`config.mk`:
```
export PLATFORM = sky130hd
export DESIGN_NAME = data_memory_stage
export DESIGN_NICKNAME = d
export VERILOG_FILES = /design/src/rtl/rv_mem_pkg.sv /design/src/rtl/load_extend.sv /design/src/rtl/data_memory_stage.sv
export SDC_FILE = /design/constraint.sdc
export NUM_CORES = 2
export LEC_CHECK = 0
export CORE_ASPECT_RATIO = 1.75
export CORE_UTILIZATION = 30
export CTS_BUF_LIST = sky130_fd_sc_hd__clkbuf_8
export DETAILED_ROUTE_END_ITERATION = 12
export GPL_TIMING_DRIVEN = 0
export PLACE_DENSITY_LB_ADDON = 0.2
export SLEW_MARGIN = 25
export SYNTH_ARGS = -nofsm -noshare
export SYNTH_HDL_FRONTEND = slang
export SYNTH_SLANG_ARGS = --single-unit
```
`constraint.sdc`:
```
create_clock -name clk -period 239.9 [get_ports clk]
set_input_delay 59.975 -clock clk [delete_from_list [all_inputs] [get_ports clk]]
set_output_delay 59.975 -clock clk [all_outputs]
set_load 0.01 [all_outputs]
```
`src/rtl/rv_mem_pkg.sv`:
```
// Shared constants and access-legality helpers for the RV32I load/store stage.
package rv_mem_pkg;

    localparam logic [2:0] F3_B  = 3'b000;
    localparam logic [2:0] F3_H  = 3'b001;
    localparam logic [2:0] F3_W  = 3'b010;
    localparam logic [2:0] F3_BU = 3'b100;
    localparam logic [2:0] F3_HU = 3'b101;

    localparam int LANES = 4;

    function automatic logic load_legal(input logic [2:0] f3);
        return (f3 == F3_B) || (f3 == F3_H) || (f3 == F3_W) ||
               (f3 == F3_BU) || (f3 == F3_HU);
    endfunction

    function automatic logic store_legal(input logic [2:0] f3);
        return (f3 == F3_B) || (f3 == F3_H) || (f3 == F3_W);
    endfunction

    // Only meaningful for legal codes: bits [1:0] encode the access size.
    function automatic logic access_misaligned(input logic [2:0] f3,
                                               input logic [1:0] lane);
        logic mis;
        mis = 1'b0;
        if (f3[1:0] == 2'b01) mis = lane[0];
        if (f3[1:0] == 2'b10) mis = (lane != 2'b00);
        return mis;
    endfunction

endpackage

```
`src/rtl/load_extend.sv`:
```
// Lane selection and sign/zero extension of a raw memory word for RV32I loads.
module load_extend
    import rv_mem_pkg::*;
(
    input  logic [31:0] word_i,
    input  logic [1:0]  lane_i,
    input  logic [2:0]  funct3_i,
    output logic [31:0] data_o
);

    logic [7:0]  byte_sel;
    logic [15:0] half_sel;

    always_comb begin
        case (lane_i)
            2'd0:    byte_sel = word_i[7:0];
            2'd1:    byte_sel = word_i[15:8];
            2'd2:    byte_sel = word_i[23:16];
            default: byte_sel = word_i[31:24];
        endcase
        half_sel = lane_i[1] ? word_i[31:16] : word_i[15:0];
    end

    always_comb begin
        data_o = '0;
        case (funct3_i)
            F3_B:    data_o = {{24{byte_sel[7]}}, byte_sel};
            F3_BU:   data_o = {24'd0, byte_sel};
            F3_H:    data_o = {{16{half_sel[15]}}, half_sel};
            F3_HU:   data_o = {16'd0, half_sel};
            F3_W:    data_o = word_i;
            default: data_o = '0;
        endcase
    end

endmodule

```
`src/rtl/data_memory_stage.sv`:
```
// RV32I load/store stage: word-organised memory with byte-lane stores,
// extended combinational loads, fault detection and a sticky error flag.
module data_memory_stage
    import rv_mem_pkg::*;
#(
    parameter int DEPTH  = 64,
    parameter int ADDR_W = 6
) (
    input  logic        clk,
    input  logic        reset,
    input  logic        mem_read,
    input  logic        mem_write,
    input  logic [2:0]  funct3,
    input  logic [31:0] addr,
    input  logic [31:0] write_data,
    input  logic        err_clear,
    output logic [31:0] read_data,
    output logic        misaligned,
    output logic        illegal,
    output logic        err_sticky
);

    logic [31:0]       mem_q [DEPTH];
    logic              err_q, err_d;

    logic [ADDR_W-1:0] word_idx;
    logic [1:0]        lane;
    logic              ld_legal, st_legal, size_mis;
    logic              ld_mis, st_mis, ld_ill, st_ill;
    logic              ld_ok, wr_en;
    logic [LANES-1:0]  byte_en;
    logic [31:0]       wr_word;
    logic [31:0]       raw_word, ext_word;

    // Addresses wrap modulo DEPTH*4; the upper bits are deliberately dropped.
    logic unused_addr_hi;
    assign unused_addr_hi = &{1'b0, addr[31:ADDR_W+2]};

    assign word_idx = addr[ADDR_W+1:2];
    assign lane     = addr[1:0];
    assign raw_word = mem_q[word_idx];

    assign ld_legal = load_legal(funct3);
    assign st_legal = store_legal(funct3);
    assign size_mis = access_misaligned(funct3, lane);

    assign ld_ill = mem_read  && !ld_legal;
    assign st_ill = mem_write && !st_legal;
    assign ld_mis = mem_read  && ld_legal && size_mis;
    assign st_mis = mem_write && st_legal && size_mis;

    assign misaligned = ld_mis | st_mis;
    assign illegal    = ld_ill | st_ill;

    assign ld_ok = mem_read  && ld_legal && !size_mis;
    assign wr_en = mem_write && st_legal && !size_mis;

    load_extend u_load_extend (
        .word_i   (raw_word),
        .lane_i   (lane),
        .funct3_i (funct3),
        .data_o   (ext_word)
    );

    assign read_data = ld_ok ? ext_word : 32'd0;

    // Store data is replicated across lanes so byte_en alone picks what lands.
    always_comb begin
        byte_en = '0;
        wr_word = write_data;
        case (funct3[1:0])
            2'b00: begin
                byte_en = LANES'(1) << lane;
                wr_word = {4{write_data[7:0]}};
            end
            2'b01: begin
                byte_en = lane[1] ? 4'b1100 : 4'b0011;
                wr_word = {2{write_data[15:0]}};
            end
            default: begin
                byte_en = 4'b1111;
                wr_word = write_data;
            end
        endcase
    end

    always_ff @(posedge clk or posedge reset) begin
        if (reset) begin
            for (int i = 0; i < DEPTH; i++) begin
                mem_q[i] <= '0;
            end
        end else if (wr_en) begin
            for (int b = 0; b < LANES; b++) begin
                if (byte_en[b]) begin
                    mem_q[word_idx][8*b +: 8] <= wr_word[8*b +: 8];
                end
            end
        end
    end

    // A fault on the same edge beats err_clear.
    always_comb begin
        err_d = err_q;
        if (misaligned || illegal) begin
            err_d = 1'b1;
        end else if (err_clear) begin
            err_d = 1'b0;
        end
    end

    always_ff @(posedge clk or posedge reset) begin
        if (reset) begin
            err_q <= 1'b0;
        end else begin
            err_q <= err_d;
        end
    end

    assign err_sticky = err_q;

endmodule
```
==> metrics.md <==
| Metric | Value |
|---|---|
| Period utilization | `53.81%` |
| All-Layer GR Usage | `41.37%` |
| Wirelength per Cell | `47.45 µm` |
| Most common cell on crit path | `buf_2` |
| Nets | `9190` |
| Critical Path AT | `69.12 ns` |
| DIE AREA | `302300 µm²` |
| CTS max path bufs | `4` |
| Worst path buffer plus inverter count | `8` |
| Initial antenna violation count | `134` |
| First-pass GRT wire length | `816100 µm` |
| Top FF cell, synth | `dfrtp_1` |
| Final Max Tran Viols | `0` |
| Synthesized Nets | `8621` |
| Yosys warning total | `0` |
| Post-synth top cells | `2049 x dfrtp_1, 1323 x nand2_1, 1091 x o21ai_0` |
| 1st-pass router iterations | `6` |
| Pin count of the biggest net entering global routing | `102` |
| Multi-input gate area | `36330 µm²` |
| Netlist cell types | `78` |
| Layout cells sized above 1 | `19.89%` |
| Syn Inst Count | `8549` |
| Hold Path Class | `flip-flop to flip-flop` |
| Top post-synthesis cells by area | `dfrtp_1 57%, mux2_2 7.6%, o21ai_0 6.1%` |
| Min Clock Period, post-route | `129.09 ns` |
| Net Sw Frac | `31.21%` |
| Grt total ovfl | `0` |
| Comb pwr share | `12.0%` |
| Synth area leader | `dfrtp_1` |
| Slowest CP cell | `buf_2` |
| CTS tree | `done` |
| Fill count | `29930` |
| Via count | `85270` |
| Power, Total | `771.5 µW` |
| Post-DRT Antenna Nets | `0` |
| Leak | `47.57 nW` |
| Detailed placement HPWL | `461800 µm` |
| Max rail drop VDD | `0.003657 mV` |
| Fmax | `7.746 MHz` |
| GPL Wtd Cong | `1.097` |
| Clk_skew | `0 ns` |
| CTS root buf | `clkbuf_8` |
| CP max FO | `12` |
| Register area share after synthesis | `56.96%` |
| Max Cap Viol | `0` |
| Die Ht | `726.6 µm` |
| Clk sinks | `2049` |
| Hold Fails Final Rpt | `0` |
| I/O Buffers | `75` |
| Cell Area, Synth | `90010 µm²` |
| Most frequent cell after synthesis | `dfrtp_1` |
| Vias per cell | `6.378` |
| Routed wire length | `634300 µm` |
| Power Dens Cells | `7.221 nW/µm²` |
| CTS HTree Levels | `5` |
| Crit end category | `primary output` |
| Top delay family on crit path | `buffers and inverters` |
| Die Wd | `416.1 µm` |
| IO Count | `107` |
| Vias in the first global route | `79740` |
| Crit path kind | `primary input to primary output` |
| Worst slew pin tran | `1.335 ns` |
| Cts hold-fix bufs | `0` |
| Worst slew margin | `10.70%` |
| Yosys reg bits | `2049` |
| Mean Syn Cell Area | `10.53 µm²` |
| Sequential Power Share | `46.7%` |
| Status | `completed` |
| Crit path cell chain | `clkdlybuf4s50_1, buf_4, nor3_4, buf_6, buf_2, buf_2, buf_2, buf_2, a22oi_1, a41oi_1, nor4_1, nand3_1, nand2_1, a31oi_1, clkdlybuf4s50_1` |
| P_int | `530.7 µW` |
| Clock network fraction of design power | `41.3%` |
| Core area | `298100 µm²` |
| Post-synth EDFFs | `0` |
| Unrepaired setup endpoints after global routing | `no` |
| Synth top area share | `56.96%` |
| Post-route DRC | `0` |
| Clock latency on the worst-skew pair | `1.08 ns` |
| Worst-path clk slew | `0.07 ns` |
| CTS buffer count | `327` |
| DR iter-0 viols | `11260` |
| Critical path startpoint category | `primary input` |
| Cell row count | `265` |
| Cts repair resizes | `0` |
| Fraction of registers with async set/reset | `100.0%` |
| Sw Pwr | `240.8 µW` |
| Setup TNS | `0 ns` |
| Final setup fails | `0` |
| Initial Utilization | `30.20%` |
| Synthesis-to-layout area growth | `18.70%` |
| CP max stage delay | `1.08 ns` |
| FF+latch area | `51270 µm²` |
| Total setup buffers inserted after CTS | `0` |
| Required time of the worst setup path | `179.93 ns` |
cells in the final DEF (no fill, tap or decap), drive strengths merged, types with 53 or more instances in the layout:
cell,n
a22o,53
mux2i,165
dfrtp,2049
mux4,85
nor2,702
inv,130
diode,147
a221oi,244
a21oi,645
a22oi,329
mux2,605
clkbuf,874
nor3,79
buf,435
clkdlybuf4s50,75
o21ai,1091
nand2,1323
kinds of logic (layout without fill, tap and decap cells):
group                     Yosys count  after routing  synth area share, %
AOI/OAI and AO/OA                2632           2632                17.78
xor gates and xnor gates            1              1             0.009732
buffers and inverters             750           1552                3.610
DFF                              2049           2049                56.96
muxes                             855            855                11.53
other                               0            147                    0
and+or+nand+nor                  2262           2262                10.11
area by class of cell:
class                   count  area share [%]
diodes                    147          0.3443
plain buffers             735           3.210
flip-flops and latches   2049           47.99
clock inverters           153          0.7342
repair buffers            240           3.855
clock buffers             409           5.269
multi-input cells        5750           34.01
inverters                  15         0.05972
well taps                3871           4.533
metal layers:
metal	global-route usage (%)	routed length (µm)	vias up	part of all wire (%)
met2	61.88	281500	6962	44
met3	12.36	59570	2556	9.4
met1	44.10	210900	43760	33
met4	46.49	82190	20	13
met5	0	169	-	0.027
li1	-	-	31980	-
final timing paths:
path	start	end	slack, ns	cells after the start
max in group asynchronous	reset	mem_q[613]	177.77	7
min in group asynchronous	reset	mem_q[1615]	59.30	2
worst min register to register	mem_q[567]	mem_q[567]	0.48	2
worst max register to register	mem_q[662]	mem_q[662]	238.92	2
worst min-delay path	mem_q[567]	mem_q[567]	0.48	2
worst max-delay path	addr[3]	read_data[0]	110.81	15
stage by stage:
step	hold WS [ns]	cell area [µm²]	cells	setup WS [ns]	util [%]
6_report	0.4767	106800	13370	110.81	35.84
5_1_grt	0.4928	106500	13240	111.51	35.74
4_1_cts	0.4774	106400	13220	111.66	35.69
3_5_place_dp	0.4630	99970	12660	111.68	33.54
3_3_place_gp	0.4557	95610	12500	97.37	32.07
2_1_floorplan	0.4420	90010	8549	117.57	-
registers in the layout, summed over array words and instances, names as in the netlist:
name / flops
mem_q: 2048
err_sticky: 1
worst min-delay path, delay by kind of cell (launching register included):
| family | cells | cell delay (ns) |
|---|---|---|
| and+or+nand+nor | 1 | 0.04 |
| AOI/OAI and AO/OA | 1 | 0.06 |
| DFF | 1 | 0.34 |
power groups by stage:
stage                     logic [mW]  clock network, mW  registers (mW)
final                         0.0929              0.319           0.360
after CTS                     0.0871              0.317           0.360
after global placement        0.0790                  0           0.368
after detailed placement      0.0869                  0           0.366
after floorplan               0.0326                  0           0.366
after global routing          0.0910              0.331           0.360
Note: power is estimated with default switching activity, not from simulation.
